--- src/rtl/fg_pkg.sv ---
// Shared types for the function generator and its sweep controller.
// Holds the waveform select, sweep modes, sweep FSM states and a saturating duty helper.
package fg_pkg;

  typedef enum logic [1:0] {
    Sine     = 2'd0,
    Triangle = 2'd1,
    Square   = 2'd2,
    Pwm      = 2'd3
  } signal_t;

  typedef enum logic [1:0] {
    ModeOneshot = 2'd0,
    ModeRepeat  = 2'd1,
    ModeBounce  = 2'd2
  } sweep_mode_t;

  typedef enum logic [1:0] {
    StIdle  = 2'd0,
    StDwell = 2'd1,
    StDone  = 2'd2
  } sweep_state_t;

  // Encoding 3 is reserved and behaves as a one-shot sweep.
  function automatic sweep_mode_t decode_mode(input logic [1:0] m);
    case (m)
      2'd1:    return ModeRepeat;
      2'd2:    return ModeBounce;
      default: return ModeOneshot;
    endcase
  endfunction

  function automatic logic [7:0] duty_adv(input logic [7:0] d, input logic [7:0] s,
                                          input logic up);
    logic [8:0] t;
    if (up) begin
      t = {1'b0, d} + {1'b0, s};
      return t[8] ? 8'hFF : t[7:0];
    end else begin
      t = {1'b0, d} - {1'b0, s};
      return t[8] ? 8'h00 : t[7:0];
    end
  endfunction

endpackage

--- src/rtl/fg_step_calc.sv ---
// Combinational next-point calculator: one step from cur toward tgt, clamped to tgt,
// with one extra bit of headroom so the result never wraps.
module fg_step_calc #(
  parameter int unsigned CntW = 32
) (
  input  logic [CntW-1:0] cur_i,
  input  logic [CntW-1:0] tgt_i,
  input  logic [CntW-1:0] step_i,
  input  logic            dir_up_i,
  output logic [CntW-1:0] nxt_o,
  output logic            at_tgt_o
);

  logic [CntW:0] sum;
  logic [CntW:0] diff;

  always_comb begin
    sum      = {1'b0, cur_i} + {1'b0, step_i};
    diff     = {1'b0, cur_i} - {1'b0, step_i};
    at_tgt_o = (cur_i == tgt_i);
    if (dir_up_i) begin
      nxt_o = (sum > {1'b0, tgt_i}) ? tgt_i : sum[CntW-1:0];
    end else begin
      // A set top bit means the subtraction went below zero.
      nxt_o = (diff[CntW] || (diff < {1'b0, tgt_i})) ? tgt_i : diff[CntW-1:0];
    end
  end

endmodule

--- src/rtl/fg_sweep_ctrl.sv ---
// Frequency-sweep scheduler driving set_count/sig_type/duty_cycle of the generator core.
// Optional duty-cycle sweeping is enabled by defining DUTY_SWEEP_EN.
module fg_sweep_ctrl
  import fg_pkg::*;
#(
  parameter int unsigned CNT_W   = 32,
  parameter int unsigned DWELL_W = 24
) (
  input  logic               clk,
  input  logic               rst_n,
  input  logic               start,
  input  logic               abort,
  input  logic [CNT_W-1:0]   cfg_start_cnt,
  input  logic [CNT_W-1:0]   cfg_stop_cnt,
  input  logic [CNT_W-1:0]   cfg_step,
  input  logic [DWELL_W-1:0] cfg_dwell,
  input  logic [1:0]         cfg_mode,
  input  logic [1:0]         cfg_sig_type,
  input  logic [7:0]         cfg_duty,
`ifdef DUTY_SWEEP_EN
  input  logic [7:0]         cfg_duty_step,
`endif
  output logic [CNT_W-1:0]   set_count,
  output logic [1:0]         sig_type,
  output logic [7:0]         duty_cycle,
  output logic               retune,
  output logic               busy,
  output logic               done
);

  sweep_state_t       state_q, state_d;
  sweep_mode_t        mode_q, mode_d;
  signal_t            sig_type_q, sig_type_d;
  logic [CNT_W-1:0]   set_count_q, set_count_d;
  logic [CNT_W-1:0]   start_cnt_q, start_cnt_d;
  logic [CNT_W-1:0]   stop_cnt_q, stop_cnt_d;
  logic [CNT_W-1:0]   step_q, step_d;
  logic [DWELL_W-1:0] dwell_q, dwell_d;
  logic [DWELL_W-1:0] dwell_cnt_q, dwell_cnt_d;
  logic [7:0]         duty_q, duty_d;
  logic               retune_q, retune_d;
  logic               busy_q, busy_d;
  logic               done_q, done_d;
  logic               tgt_is_stop_q, tgt_is_stop_d;
  logic               dir_up_q, dir_up_d;
`ifdef DUTY_SWEEP_EN
  logic [7:0]         duty_base_q, duty_base_d;
  logic [7:0]         duty_step_q, duty_step_d;
  logic               duty_up_q, duty_up_d;
`endif

  logic [CNT_W-1:0] tgt, other_tgt, nxt_fwd, nxt_rev;
  logic             at_tgt, unused_rev_at_tgt, point_end;

  assign tgt       = tgt_is_stop_q ? stop_cnt_q : start_cnt_q;
  assign other_tgt = tgt_is_stop_q ? start_cnt_q : stop_cnt_q;
  assign point_end = (dwell_cnt_q == (dwell_q - DWELL_W'(1)));

  fg_step_calc #(
    .CntW(CNT_W)
  ) u_calc_fwd (
    .cur_i   (set_count_q),
    .tgt_i   (tgt),
    .step_i  (step_q),
    .dir_up_i(dir_up_q),
    .nxt_o   (nxt_fwd),
    .at_tgt_o(at_tgt)
  );

  // Step taken at a bounce turnaround, toward the opposite endpoint.
  fg_step_calc #(
    .CntW(CNT_W)
  ) u_calc_rev (
    .cur_i   (set_count_q),
    .tgt_i   (other_tgt),
    .step_i  (step_q),
    .dir_up_i(~dir_up_q),
    .nxt_o   (nxt_rev),
    .at_tgt_o(unused_rev_at_tgt)
  );

  always_comb begin
    state_d       = state_q;
    mode_d        = mode_q;
    sig_type_d    = sig_type_q;
    set_count_d   = set_count_q;
    start_cnt_d   = start_cnt_q;
    stop_cnt_d    = stop_cnt_q;
    step_d        = step_q;
    dwell_d       = dwell_q;
    dwell_cnt_d   = dwell_cnt_q;
    duty_d        = duty_q;
    retune_d      = 1'b0;
    busy_d        = busy_q;
    done_d        = done_q;
    tgt_is_stop_d = tgt_is_stop_q;
    dir_up_d      = dir_up_q;
`ifdef DUTY_SWEEP_EN
    duty_base_d   = duty_base_q;
    duty_step_d   = duty_step_q;
    duty_up_d     = duty_up_q;
`endif

    if (abort) begin
      state_d     = StIdle;
      busy_d      = 1'b0;
      done_d      = 1'b0;
      dwell_cnt_d = '0;
    end else begin
      case (state_q)
        StIdle, StDone: begin
          if (start) begin
            state_d       = StDwell;
            mode_d        = decode_mode(cfg_mode);
            sig_type_d    = signal_t'(cfg_sig_type);
            duty_d        = cfg_duty;
            set_count_d   = cfg_start_cnt;
            start_cnt_d   = cfg_start_cnt;
            stop_cnt_d    = cfg_stop_cnt;
            step_d        = (cfg_step == '0) ? CNT_W'(1) : cfg_step;
            dwell_d       = (cfg_dwell == '0) ? DWELL_W'(1) : cfg_dwell;
            dwell_cnt_d   = '0;
            tgt_is_stop_d = 1'b1;
            dir_up_d      = (cfg_stop_cnt >= cfg_start_cnt);
            retune_d      = 1'b1;
            busy_d        = 1'b1;
            done_d        = 1'b0;
`ifdef DUTY_SWEEP_EN
            duty_base_d   = cfg_duty;
            duty_step_d   = cfg_duty_step;
            duty_up_d     = 1'b1;
`endif
          end
        end
        StDwell: begin
          if (!point_end) begin
            dwell_cnt_d = dwell_cnt_q + DWELL_W'(1);
          end else begin
            dwell_cnt_d = '0;
            if (!at_tgt) begin
              set_count_d = nxt_fwd;
              retune_d    = 1'b1;
`ifdef DUTY_SWEEP_EN
              duty_d      = duty_adv(duty_q, duty_step_q, duty_up_q);
`endif
            end else begin
              case (mode_q)
                ModeRepeat: begin
                  set_count_d = start_cnt_q;
                  retune_d    = 1'b1;
`ifdef DUTY_SWEEP_EN
                  duty_d      = duty_base_q;
`endif
                end
                ModeBounce: begin
                  set_count_d   = nxt_rev;
                  tgt_is_stop_d = ~tgt_is_stop_q;
                  dir_up_d      = ~dir_up_q;
                  retune_d      = 1'b1;
`ifdef DUTY_SWEEP_EN
                  duty_up_d     = ~duty_up_q;
                  duty_d        = duty_adv(duty_q, duty_step_q, ~duty_up_q);
`endif
                end
                default: begin
                  state_d = StDone;
                  busy_d  = 1'b0;
                  done_d  = 1'b1;
                end
              endcase
            end
          end
        end
        default: state_d = StIdle;
      endcase
    end
  end

  always_ff @(posedge clk or negedge rst_n) begin
    if (!rst_n) begin
      state_q       <= StIdle;
      mode_q        <= ModeOneshot;
      sig_type_q    <= Sine;
      set_count_q   <= '0;
      start_cnt_q   <= '0;
      stop_cnt_q    <= '0;
      step_q        <= '0;
      dwell_q       <= '0;
      dwell_cnt_q   <= '0;
      duty_q        <= '0;
      retune_q      <= 1'b0;
      busy_q        <= 1'b0;
      done_q        <= 1'b0;
      tgt_is_stop_q <= 1'b1;
      dir_up_q      <= 1'b1;
`ifdef DUTY_SWEEP_EN
      duty_base_q   <= '0;
      duty_step_q   <= '0;
      duty_up_q     <= 1'b1;
`endif
    end else begin
      state_q       <= state_d;
      mode_q        <= mode_d;
      sig_type_q    <= sig_type_d;
      set_count_q   <= set_count_d;
      start_cnt_q   <= start_cnt_d;
      stop_cnt_q    <= stop_cnt_d;
      step_q        <= step_d;
      dwell_q       <= dwell_d;
      dwell_cnt_q   <= dwell_cnt_d;
      duty_q        <= duty_d;
      retune_q      <= retune_d;
      busy_q        <= busy_d;
      done_q        <= done_d;
      tgt_is_stop_q <= tgt_is_stop_d;
      dir_up_q      <= dir_up_d;
`ifdef DUTY_SWEEP_EN
      duty_base_q   <= duty_base_d;
      duty_step_q   <= duty_step_d;
      duty_up_q     <= duty_up_d;
`endif
    end
  end

  assign set_count  = set_count_q;
  assign sig_type   = sig_type_q;
  assign duty_cycle = duty_q;
  assign retune     = retune_q;
  assign busy       = busy_q;
  assign done       = done_q;

endmodule

--- config.mk ---
export PLATFORM = sky130hd
export DESIGN_NAME = fg_sweep_ctrl
export DESIGN_NICKNAME = d
export VERILOG_FILES = /design/src/rtl/fg_pkg.sv /design/src/rtl/fg_step_calc.sv /design/src/rtl/fg_sweep_ctrl.sv
export SDC_FILE = /design/constraint.sdc
export NUM_CORES = 1
export LEC_CHECK = 0
export ABC_AREA = 0
export BUFFER_PORTS_ARGS = -buffer_cell sky130_fd_sc_hd__clkbuf_2
export CAP_MARGIN = 20
export CELL_PAD_IN_SITES_DETAIL_PLACEMENT = 0
export CELL_PAD_IN_SITES_GLOBAL_PLACEMENT = 1
export CORE_ASPECT_RATIO = 0.5
export CORE_MARGIN = 2
export CORE_UTILIZATION = 49
export DETAILED_ROUTE_END_ITERATION = 8
export PLACE_DENSITY_LB_ADDON = 0.15
export SYNTH_ARGS = -nofsm -noshare
export SYNTH_HDL_FRONTEND = slang
export SYNTH_SLANG_ARGS = --single-unit
export TNS_END_PERCENT = 100
--- constraint.sdc ---
create_clock -name clk -period 13.4 [get_ports clk]
set_clock_uncertainty 0.2 [all_clocks]
set_input_delay 0.67 -clock clk [delete_from_list [all_inputs] [get_ports clk]]
set_output_delay 0.67 -clock clk [all_outputs]
set_load 0.02 [all_outputs]
* Yosys cells after proc, flatten, opt, wreduce, memory -nomap -nowiden
Cells that the tools add are included.
** Operators by class
- $add $sub $neg :: 4
- Order comparisons :: 5
- Eq/ne operators :: 17
- Multiplexer cells :: 53
- Bitwise operators :: 3
- Reductions and logical operators :: 15
** Operators with widths (count)
- $mux 32 :: 12
- $pmux 32 s2 :: 2
- $mux 24 :: 4
- $gt 33x32->1 :: 2
- $lt 33x32->1 :: 2
- $pmux 24 s2 :: 1
- $add 32x32->33 :: 1
- $sub 32x32->33 :: 1
- $eq 32x32->1 :: 1
- $ge 32x32->1 :: 1
- $logic_not 32->1 :: 1
- $add 24x1->24 const B :: 1
- $eq 24x24->1 :: 1
- $logic_not 24->1 :: 1
- $sub 24x1->24 const B :: 1
- $mux 1 :: 22
- $ne 3x3->1 const B :: 4
- $mux 2 :: 5
- $pmux 1 s2 :: 5
- $reduce_and 5->1 :: 2
- $ne 2x2->1 const B :: 4
- $pmux 2 s2 :: 2
- $eq 2x1->1 const B :: 3
- $eq 2x2->1 const B :: 3
- other kinds (11) :: 15
** Word-level totals
- Register bits after elaboration :: 195
- Bits of input ports :: 136
- Output and inout bits :: 45
- Logic and storage cells :: 112

* Longest topological paths before layout
Gate-level depths: netlist (run 1).
- Depth after elaboration :: 9
- Mapped depth :: 25
- Depth with buffers taken out :: 23

* Cells and area by module
From an unflattened synthesis (run 1), not the netlist that was laid out.
** Second synthesis, totals
- Cell total of the unflattened synthesis :: 3000
- Area total of the unflattened synthesis :: 24011.8 um^2
** Modules (own cells, without submodules)
- fg_sweep_ctrl :: times used 1, cells an instance 1263, area each 11514.8 um^2, sequential area each 4882.2 um^2
- fg_step_calc at u_calc_rev :: times used 1, cells an instance 878, area each 6294.8 um^2, sequential area each 0.0 um^2
- fg_step_calc at u_calc_fwd :: times used 1, cells an instance 859, area each 6202.2 um^2, sequential area each 0.0 um^2

* Worst setup path after synthesis (run 1)
OpenSTA, ideal clock, no wires.
- Path type :: register -> register
- Start :: reg set_count_q[0] (netlist: set_count[0])
- End :: reg set_count_q[29] (netlist: set_count[29])
- Library setup time :: 0.136 ns
- Arrival time :: 5.233 ns
- Data required time :: 13.064 ns
- Setup slack :: 7.831 ns
- Stages on the path, launching flop included :: 24
- Buffers on the path :: 1
- Clock period less this slack :: 5.569 ns
- Cell sequence :: dfrtp_1 inv_1 ha_1 inv_1 fa_1 a21o_1 a221o_1 a31oi_1 o21bai_1 a21boi_0 o21ai_0 xnor2_1 ha_1 and4_1 nand3_1 a2111oi_0 o211ai_1 a21oi_1 nand2_1 clkbuf_1 a21oi_1 o21ai_0 a2111oi_0 a31oi_1
** Between the ends
- Longest elaborated chain between the ends :: 9
- Elaborated cells between the ends (all ways) :: 21
- Those cells by class :: 2 x add/sub; 4 x order compare; 2 x eq/ne; 10 x mux; 3 x reduce/logical
** Ends and longest elaborated chain
- start, declared :: RTL line fg_sweep_ctrl.sv:34 : logic [CNT_W-1:0] set_count_q, set_count_d;
- start signal, assigned :: RTL line fg_sweep_ctrl.sv:205 : set_count_q <= set_count_d;
- $sub 32x32->33 :: RTL line fg_step_calc.sv:19 : diff = {1'b0, cur_i} - {1'b0, step_i};
- $lt 33x32->1 :: RTL line fg_step_calc.sv:25 : nxt_o = (diff[CntW] || (diff < {1'b0, tgt_i})) ? tgt_i : diff[CntW-1:0];
- $logic_or 1x1->1 :: RTL line fg_step_calc.sv:25
- $mux 32 :: RTL line fg_step_calc.sv:25
- $mux 32 :: RTL line fg_step_calc.sv:21 : if (dir_up_i) begin
- $pmux 32 s2 :: RTL line fg_sweep_ctrl.sv:147 : case (mode_q)
- $mux 32 :: RTL line fg_sweep_ctrl.sv:140 : if (!at_tgt) begin
- $mux 32 :: RTL line fg_sweep_ctrl.sv:136 : if (!point_end) begin
- $pmux 32 s2 :: RTL line fg_sweep_ctrl.sv:110 : case (state_q)
Parallel ways exist; a longest one is shown, timed or not. The select of a mux whose other input is x is not followed.
A chain may end at the register's enable or synchronous reset.

* Final worst setup path (run 1)
- Start :: reg set_count_q[0] (netlist: set_count[0])
- End :: reg set_count_q[3] (netlist: set_count[3])
Same word-level chain as after synthesis.

==> flow_metrics.env, run 1 <==
export IMPL_post_drt_wl_per_cell_um=24.1
export IMPL_setup_ws_ps=5630
export IMPL_holdWs_ps=73.0
export IMPL_cts_root_buf="clkbuf_16"
export IMPL_die_area_um2=42300
export IMPL_synth_area_per_cell_um2=7.75
export IMPL_synth_seq_cells=195
export IMPL_multi_input_area_um2=13900
export IMPL_cts_buffers=17
export IMPL_wl_um=77400
export IMPL_dpl_cell_count=3178
export IMPL_synthFlopType="dfrtp_1"
export IMPL_postCtsSetupBuffers=0
export IMPL_final_area_um2=21800
export IMPL_ctsHoldBuffers=0
export IMPL_synthCells=2566
export IMPL_dpl_hpwl_um=59800
export IMPL_finalNetCount=3021
export IMPL_gr_usage_all_layers=0.362
export IMPL_slew_headroom=0.277
export IMPL_worst_slew_pin_slew_ps=1070
export IMPL_final_cells=3214
export IMPL_synth_async_reset_ratio=1.00
export IMPL_grt_overflow=0
export IMPL_dr_pass1_iters=6
export IMPL_dp_worst_setup_slack_ps=5910
export IMPL_arrival_ps=7980
export IMPL_synthMuxAreaShare=0.0522
export IMPL_yosys_area_top_type="dfrtp_1"
export IMPL_fp_dieH_um=146
export IMPL_syn_to_final_growth_pct=9.61
export IMPL_synth_area_top_cells="dfrtp_1, ha_1, nand2_1, xnor2_1, o21ai_0"
export IMPL_ys_seq_area_frac=0.246
export IMPL_cts_buffer_depth=2
export IMPL_die_w_um=289
export IMPL_coreArea_um2=40200
export IMPL_hold_violations=0
export IMPL_synth_edf_count=0
export IMPL_synth_top_area_frac=0.243
export IMPL_vdd_drop_max_v=0.000202
export IMPL_ys_types=81
export IMPL_status="completed"
export IMPL_netlist_area_um2=19900
export IMPL_critPathKind="reg2reg"
export IMPL_rsz0062_at_grt="false"
export IMPL_start_util=0.494
export IMPL_synth_common_cells="nand2_1, ha_1, dfrtp_1, o21ai_0, a21oi_1"
export IMPL_yosys_area_share_simple=0.211
export IMPL_cts_sinks=195
export IMPL_crit_path_start_kind="register"
export IMPL_viasPerCell=6.31
export IMPL_grt_pass1_wl_um=115000
export IMPL_yosys_area_share_adder=0.144
export IMPL_fin_tns_setup_ps=0
export IMPL_hp_class="in2async"
export IMPL_ff_latch_area_um2=4890
export IMPL_fin_crit_sh=0.580
export IMPL_required_ps=13610
export IMPL_grt_max_degree=98
export IMPL_synth_warnings=0
export IMPL_drt_iter0_drc=2478
export IMPL_fmax_ghz=0.129
export IMPL_synth_net_count=2930
export IMPL_setup_viol=0
export IMPL_end_kind="register"
export IMPL_power_leakage_nw=10.2
export IMPL_io_pins=181
export IMPL_synth_compound_area_frac=0.232
export IMPL_cts_max_level=4
export IMPL_drc_errors=0
export IMPL_std_cell_rows=52
export IMPL_path_max_fanout=17
export IMPL_maxSlewViolCount=0
export IMPL_antenna_left=0
export IMPL_antenna_found_initial=6
export IMPL_layout_drive_gt1_share=0.113
export IMPL_grt_pass1_vias=18600
export IMPL_io_buffers=180
export IMPL_synth_top_family_by_area="compound AO/OA/AOI/OAI gates"
export IMPL_yosysMostFrequentCell="nand2_1"
export IMPL_fin_crit_ps=7770
export IMPL_clk_latency_ps=480
export IMPL_path_clk_slew_ps=100
export IMPL_routabilityCongestion=1.02
export IMPL_power_per_cell_area_nw_per_um2=273
export IMPL_vias=20300
export IMPL_place_area_um2=21200
export IMPL_max_cap_violations=0
export IMPL_cts_tree="yes"
export IMPL_cts_resized_gates=0
export IMPL_synthXorXnorAreaFrac=0.0595
export IMPL_nFillCells=4026
layer usage:
layer / GRT usage / vias up / part of all wire
met5: 0 / - / 0.00017
met3: 0.121 / 87 / 0.13
met2: 0.489 / 1073 / 0.39
met4: 0.0737 / 2 / 0.017
met1: 0.550 / 9673 / 0.46
li1: - / 9458 / -
flip-flops by register name (all words and copies together) (netlist names):
name           count
sig_type           2
mode_q             2
start_cnt_q       32
set_count         32
busy               1
tgt_is_stop_q      1
retune             1
state_q            2
dir_up_q           1
dwell_q           24
duty_cycle         8
stop_cnt_q        32
done               1
dwell_cnt_q       24
step_q            32
worst max-delay path, cell delays in order (launching register included):
cell and delay [ps]:
dfrtp_1 480, inv_1 200, ha_1 200, inv_1 50
fa_1 410, a21o_1 240, a221o_1 310, a31oi_1 490
o21bai_1 230, a21boi_0 350, o21ai_0 150, xnor2_1 570
ha_1 230, and4_1 200, nand3_1 90, a2111oi_0 550
o211ai_1 220, a21oi_1 740, nand2_1 650, buf_4 410
nand2_1 90, o211ai_1 90, a311o_1 390, a31oi_1 150
layout make-up:
type	instances	area share
clock buffers	18	0.0202
multi-input cells	2091	0.639
well taps	540	0.0310
clock inverters	14	0.00810
repair buffers	213	0.0531
inverters	139	0.0239
diodes	4	0.000459
flip-flops and latches	195	0.224
layout by cell type, fill, tap and decap left out, types with 7 or more instances in the layout:
| master | instances |
|---|---|
| clkbuf_2 | 179 |
| o31ai_1 | 45 |
| nand2b_1 | 21 |
| a31o_2 | 10 |
| buf_4 | 33 |
| or3_1 | 18 |
| o21a_1 | 11 |
| and4_1 | 7 |
| clkbuf_16 | 17 |
| and3_1 | 11 |
| a221oi_1 | 11 |
| ha_1 | 225 |
| o21bai_1 | 11 |
| o21ai_0 | 180 |
| a211oi_1 | 42 |
| and2_1 | 7 |
| nor3_1 | 44 |
| xor2_1 | 30 |
| or4_1 | 10 |
| a21o_1 | 44 |
| nor2_1 | 161 |
| o211ai_1 | 65 |
| a31oi_1 | 35 |
| inv_1 | 139 |
| nor2b_1 | 28 |
| xnor2_1 | 105 |
| nand3_1 | 50 |
| nand2_1 | 419 |
| mux2_2 | 21 |
| a21oi_1 | 177 |
| nor4_1 | 55 |
| mux2i_1 | 80 |
| or2_2 | 8 |
| dfrtp_1 | 193 |
| nand4_1 | 43 |
metrics by stage:
stage           util  total power, mW
6_report       0.542             5.96
3_3_place_gp   0.526             5.16
5_1_grt        0.542             6.35
3_5_place_dp   0.526             5.18
2_1_floorplan      -             3.79
4_1_cts        0.542             5.78
cells by family after synthesis:
family / count (synthesis)
simple gates: 908
buf+inv: 280
compound gates: 719
mux: 101
fa+ha+maj: 228
flops: 195
xor+xnor: 135
final timing paths:
check	cells past startpoint	end	slack, ps	from
worst max register to register	23	set_count[3]$_DFFE_PN0P_	5630	set_count[0]$_DFFE_PN0P_
max in group asynchronous	2	step_q[26]$_DFFE_PN0P_	11580	rst_n
worst min-delay path	1	dwell_q[23]$_DFFE_PN0P_	70	rst_n
min in group clk	3	duty_cycle[1]$_DFFE_PN0P_	180	cfg_duty[1]
worst max-delay path	23	set_count[3]$_DFFE_PN0P_	5630	set_count[0]$_DFFE_PN0P_
worst min register to register	2	duty_cycle[4]$_DFFE_PN0P_	280	duty_cycle[4]$_DFFE_PN0P_
power breakdown:
part           internal [mW]  switching [mW]  total, mW
Sequential             0.695           0.196      0.891
Combinational           1.52            2.98       4.50
Clock                  0.261           0.308      0.569
Total                   2.47            3.48       5.96
Power figures use the tool's default switching activity.
==> inputs of run 2 (changes only) <==
--- a/config.mk
+++ b/config.mk
@@ -12,7 +12,7 @@
 export CELL_PAD_IN_SITES_GLOBAL_PLACEMENT = 1
 export CORE_ASPECT_RATIO = 0.5
 export CORE_MARGIN = 2
-export CORE_UTILIZATION = 49
+export CORE_UTILIZATION = 41
 export DETAILED_ROUTE_END_ITERATION = 8
 export PLACE_DENSITY_LB_ADDON = 0.15
 export SYNTH_ARGS = -nofsm -noshare
==> constraint.sdc (replaced) <==
create_clock -name clk -period 6.8 [get_ports clk]
set_clock_uncertainty 0.2 [all_clocks]
set_input_delay 0.34 -clock clk [delete_from_list [all_inputs] [get_ports clk]]
set_output_delay 0.34 -clock clk [all_outputs]
set_load 0.02 [all_outputs]
==> run 2 against run 1 <==
Compared with the run above: register-to-register slack worse by 5300 ps; worst setup slack got worse by 5300 ps; power up 110%; wire length is 13% higher; sequential power increased by 91%; cell count grew 9.4%; critical path type unchanged; largest power group unchanged.
==> flow_metrics.env, run 2 (same netlist as run 1, synthesis figures left out) <==
export IMPL_path_cells="inv_1 -> ha_1 -> inv_1 -> fa_1 -> a21o_1 -> a221o_1 -> a31oi_1 -> o21bai_1 -> a21boi_0 -> o21ai_0 -> xnor2_1 -> buf_4 -> ha_1 -> and4_1 -> nand3_1 -> a2111oi_2 -> o211ai_1 -> a21oi_1 -> nand2_1 -> buf_4 -> nand2_1 -> o211ai_1 -> a31o_2 -> a31oi_1"
export IMPL_ff2ff_path_depth=24
export IMPL_finalNetCount=3227
export IMPL_maxSlewViolCount=0
export IMPL_combPwrFrac=0.775
export IMPL_coreArea_um2=47400
export IMPL_layout_drive_gt1_share=0.135
export IMPL_fp_dieH_um=160
export IMPL_die_area_um2=50400
export IMPL_p_sw_mw=7.25
export IMPL_cts_tree="yes"
export IMPL_p_int_mw=5.43
export IMPL_grt_pass1_vias=19700
export IMPL_power_leakage_nw=11.1
export IMPL_crit_slowest_cell="a31oi_1"
export IMPL_reg2reg_from="set_count[0]$_DFFE_PN0P_"
export IMPL_io_buffers=180
export IMPL_max_cap_violations=0
export IMPL_hold_violations=0
export IMPL_antenna_found_initial=2
export IMPL_hp_class="in2reg"
export IMPL_crit_path_start_kind="register"
export IMPL_setup_ws_ps=363
export IMPL_clk_latency_ps=500
export IMPL_routabilityCongestion=0.992
export IMPL_std_cell_rows=56
export IMPL_start_util=0.420
export IMPL_reg2reg_slack_ps=360
export IMPL_vdd_drop_max_v=0.000336
export IMPL_cts_max_level=4
export IMPL_cts_root_buf="clkbuf_16"
export IMPL_cts_buffer_depth=2
export IMPL_final_cells=3515
export IMPL_arrival_ps=6560
export IMPL_grt_pass1_wl_um=128000
export IMPL_min_from="cfg_start_cnt[18]"
export IMPL_required_ps=6930
export IMPL_power_per_cell_area_nw_per_um2=532
export IMPL_cp_startpoint="set_count[0]$_DFFE_PN0P_"
export IMPL_fin_crit_ps=6440
export IMPL_status="completed"
export IMPL_vias=21100
export IMPL_die_w_um=315
export IMPL_fin_tns_setup_ps=0
export IMPL_io_pins=181
export IMPL_dr_pass1_iters=6
export IMPL_fin_crit_sh=0.947
export IMPL_rsz0062_at_grt="false"
export IMPL_wl_um=87100
export IMPL_setup_viol=0
export IMPL_final_common_cell="nand2_1"
export IMPL_slew_headroom=0.281
export IMPL_cts_buffers=17
export IMPL_dp_worst_setup_slack_ps=95.3
export IMPL_gr_usage_all_layers=0.341
export IMPL_worstPathBufferInverterCount=4
export IMPL_viasPerCell=6.00
export IMPL_mostFrequentLayoutCells="nand2_1, ha_1, dfrtp_1"
export IMPL_path_clk_slew_ps=100
export IMPL_worstHoldEndpoint="start_cnt_q[18]$_DFFE_PN0P_"
export IMPL_dpl_cell_count=3358
export IMPL_postCtsSetupBuffers=0
export IMPL_grt_max_degree=73
export IMPL_drt_iter0_drc=2503
export IMPL_cts_sinks=195
export IMPL_path_max_fanout=25
export IMPL_max_stage_delay_ps=490
export IMPL_fmax_ghz=0.155
export IMPL_reg2reg_to="set_count[18]$_DFFE_PN0P_"
export IMPL_grt_overflow=0
export IMPL_cp_top_family="compound AO/OA/AOI/OAI gates"
export IMPL_pwr_share_seq=0.134
export IMPL_nFillCells=4764
export IMPL_dpl_hpwl_um=68100
export IMPL_post_drt_wl_per_cell_um=24.8
export IMPL_syn_to_final_growth_pct=19.8
export IMPL_power_share_clock=0.091
export IMPL_antenna_left=0
export IMPL_p_sw_frac=0.572
export IMPL_hold_path_depth=3
export IMPL_drc_errors=0
export IMPL_critPathKind="reg2reg"
export IMPL_worst_slew_pin_slew_ps=1050
export IMPL_end_kind="register"
==> run 2: changes by cell type in the layout (fill, tap and decap cells not counted), moves of 2 or more <==
| cell | delta |
|---|---|
| dlygate4sd3_1 | +123 |
| buf_4 | +79 |
| buf_12 | +3 |
| diode_2 | -3 |
| inv_8 | +2 |
==> run 2: worst max path at each step <==
stage,endpoint,slack (ps),depth (start not counted)
6_report,set_count[18]$_DFFE_PN0P_,360,24
5_1_grt,set_count[0]$_DFFE_PN0P_,10,22
4_1_cts,set_count[18]$_DFFE_PN0P_,60,24
3_5_place_dp,set_count[30]$_DFFE_PN0P_,100,24
3_3_place_gp,set_count[3]$_DFFE_PN0P_,150,24
2_1_floorplan,set_count[29]$_DFFE_PN0P_,1230,23
==> run 2: power by group through the flow <==
| stage | Combinational (mW) | Clock, mW | Sequential (mW) |
|---|---|---|---|
| final | 9.82 | 1.15 | 1.70 |
| after global placement | 9.31 | 0 | 1.69 |
| after CTS | 9.42 | 1.17 | 1.68 |
| after detailed placement | 9.29 | 0 | 1.70 |
| after floorplan | 5.80 | 0 | 1.67 |
| after global routing | 10.6 | 1.21 | 1.72 |
==> run 2: timing repair <==
item / in CTS / in global routing
hold buffers: 123 / 0
resized for setup: 0 / 4
endpoints found under the setup margin: 0 / 31
hold endpoints to repair: 194 / 0
==> run 2: cell type report <==
| type | instances | area, um^2 | area share |
|---|---|---|---|
| Antenna cell | 1 | 2.50 | 0.000105 |
| Inverter | 139 | 522 | 0.0219 |
| Timing Repair Buffer | 419 | 3050 | 0.128 |
| Clock buffer | 18 | 429 | 0.0180 |
| Multi-Input combinational cell | 2091 | 13900 | 0.585 |
| Sequential cell | 195 | 4890 | 0.205 |
| Tap cell | 638 | 798 | 0.0335 |
| Clock inverter | 14 | 186 | 0.00783 |
==> run 2: worst reg2reg max path: cells and delay by family, from the launching register on <==
family,cells,cell delay [ps]
xor gates and xnor gates,1,160
and+or+nand+nor,4,540
AOI/OAI and AO/OA,12,3420
DFF,1,430
adders and majority gates,3,900
buffers and inverters,4,600
==> run 2: layer usage <==
layer,routed length (um),vias to the layer above,global-route usage
li1,-,9890,-
met3,11000,85,0.122
met5,140,-,0.0199
met1,42000,10100,0.524
met4,1120,2,0.0528
met2,32900,1026,0.451
==> run 2: stage by stage <==
step / util / hold WS (ps) / power [mW] / cell area (um^2)
4_1_cts: 0.502 / 2.28 / 12.3 / 23800
3_5_place_dp: 0.463 / 213 / 11.0 / 21900
6_report: 0.503 / 12.0 / 12.7 / 23800
2_1_floorplan: - / -156 / 7.47 / 19900
3_3_place_gp: 0.463 / 216 / 11.0 / 21900
5_1_grt: 0.503 / 13.0 / 13.5 / 23800
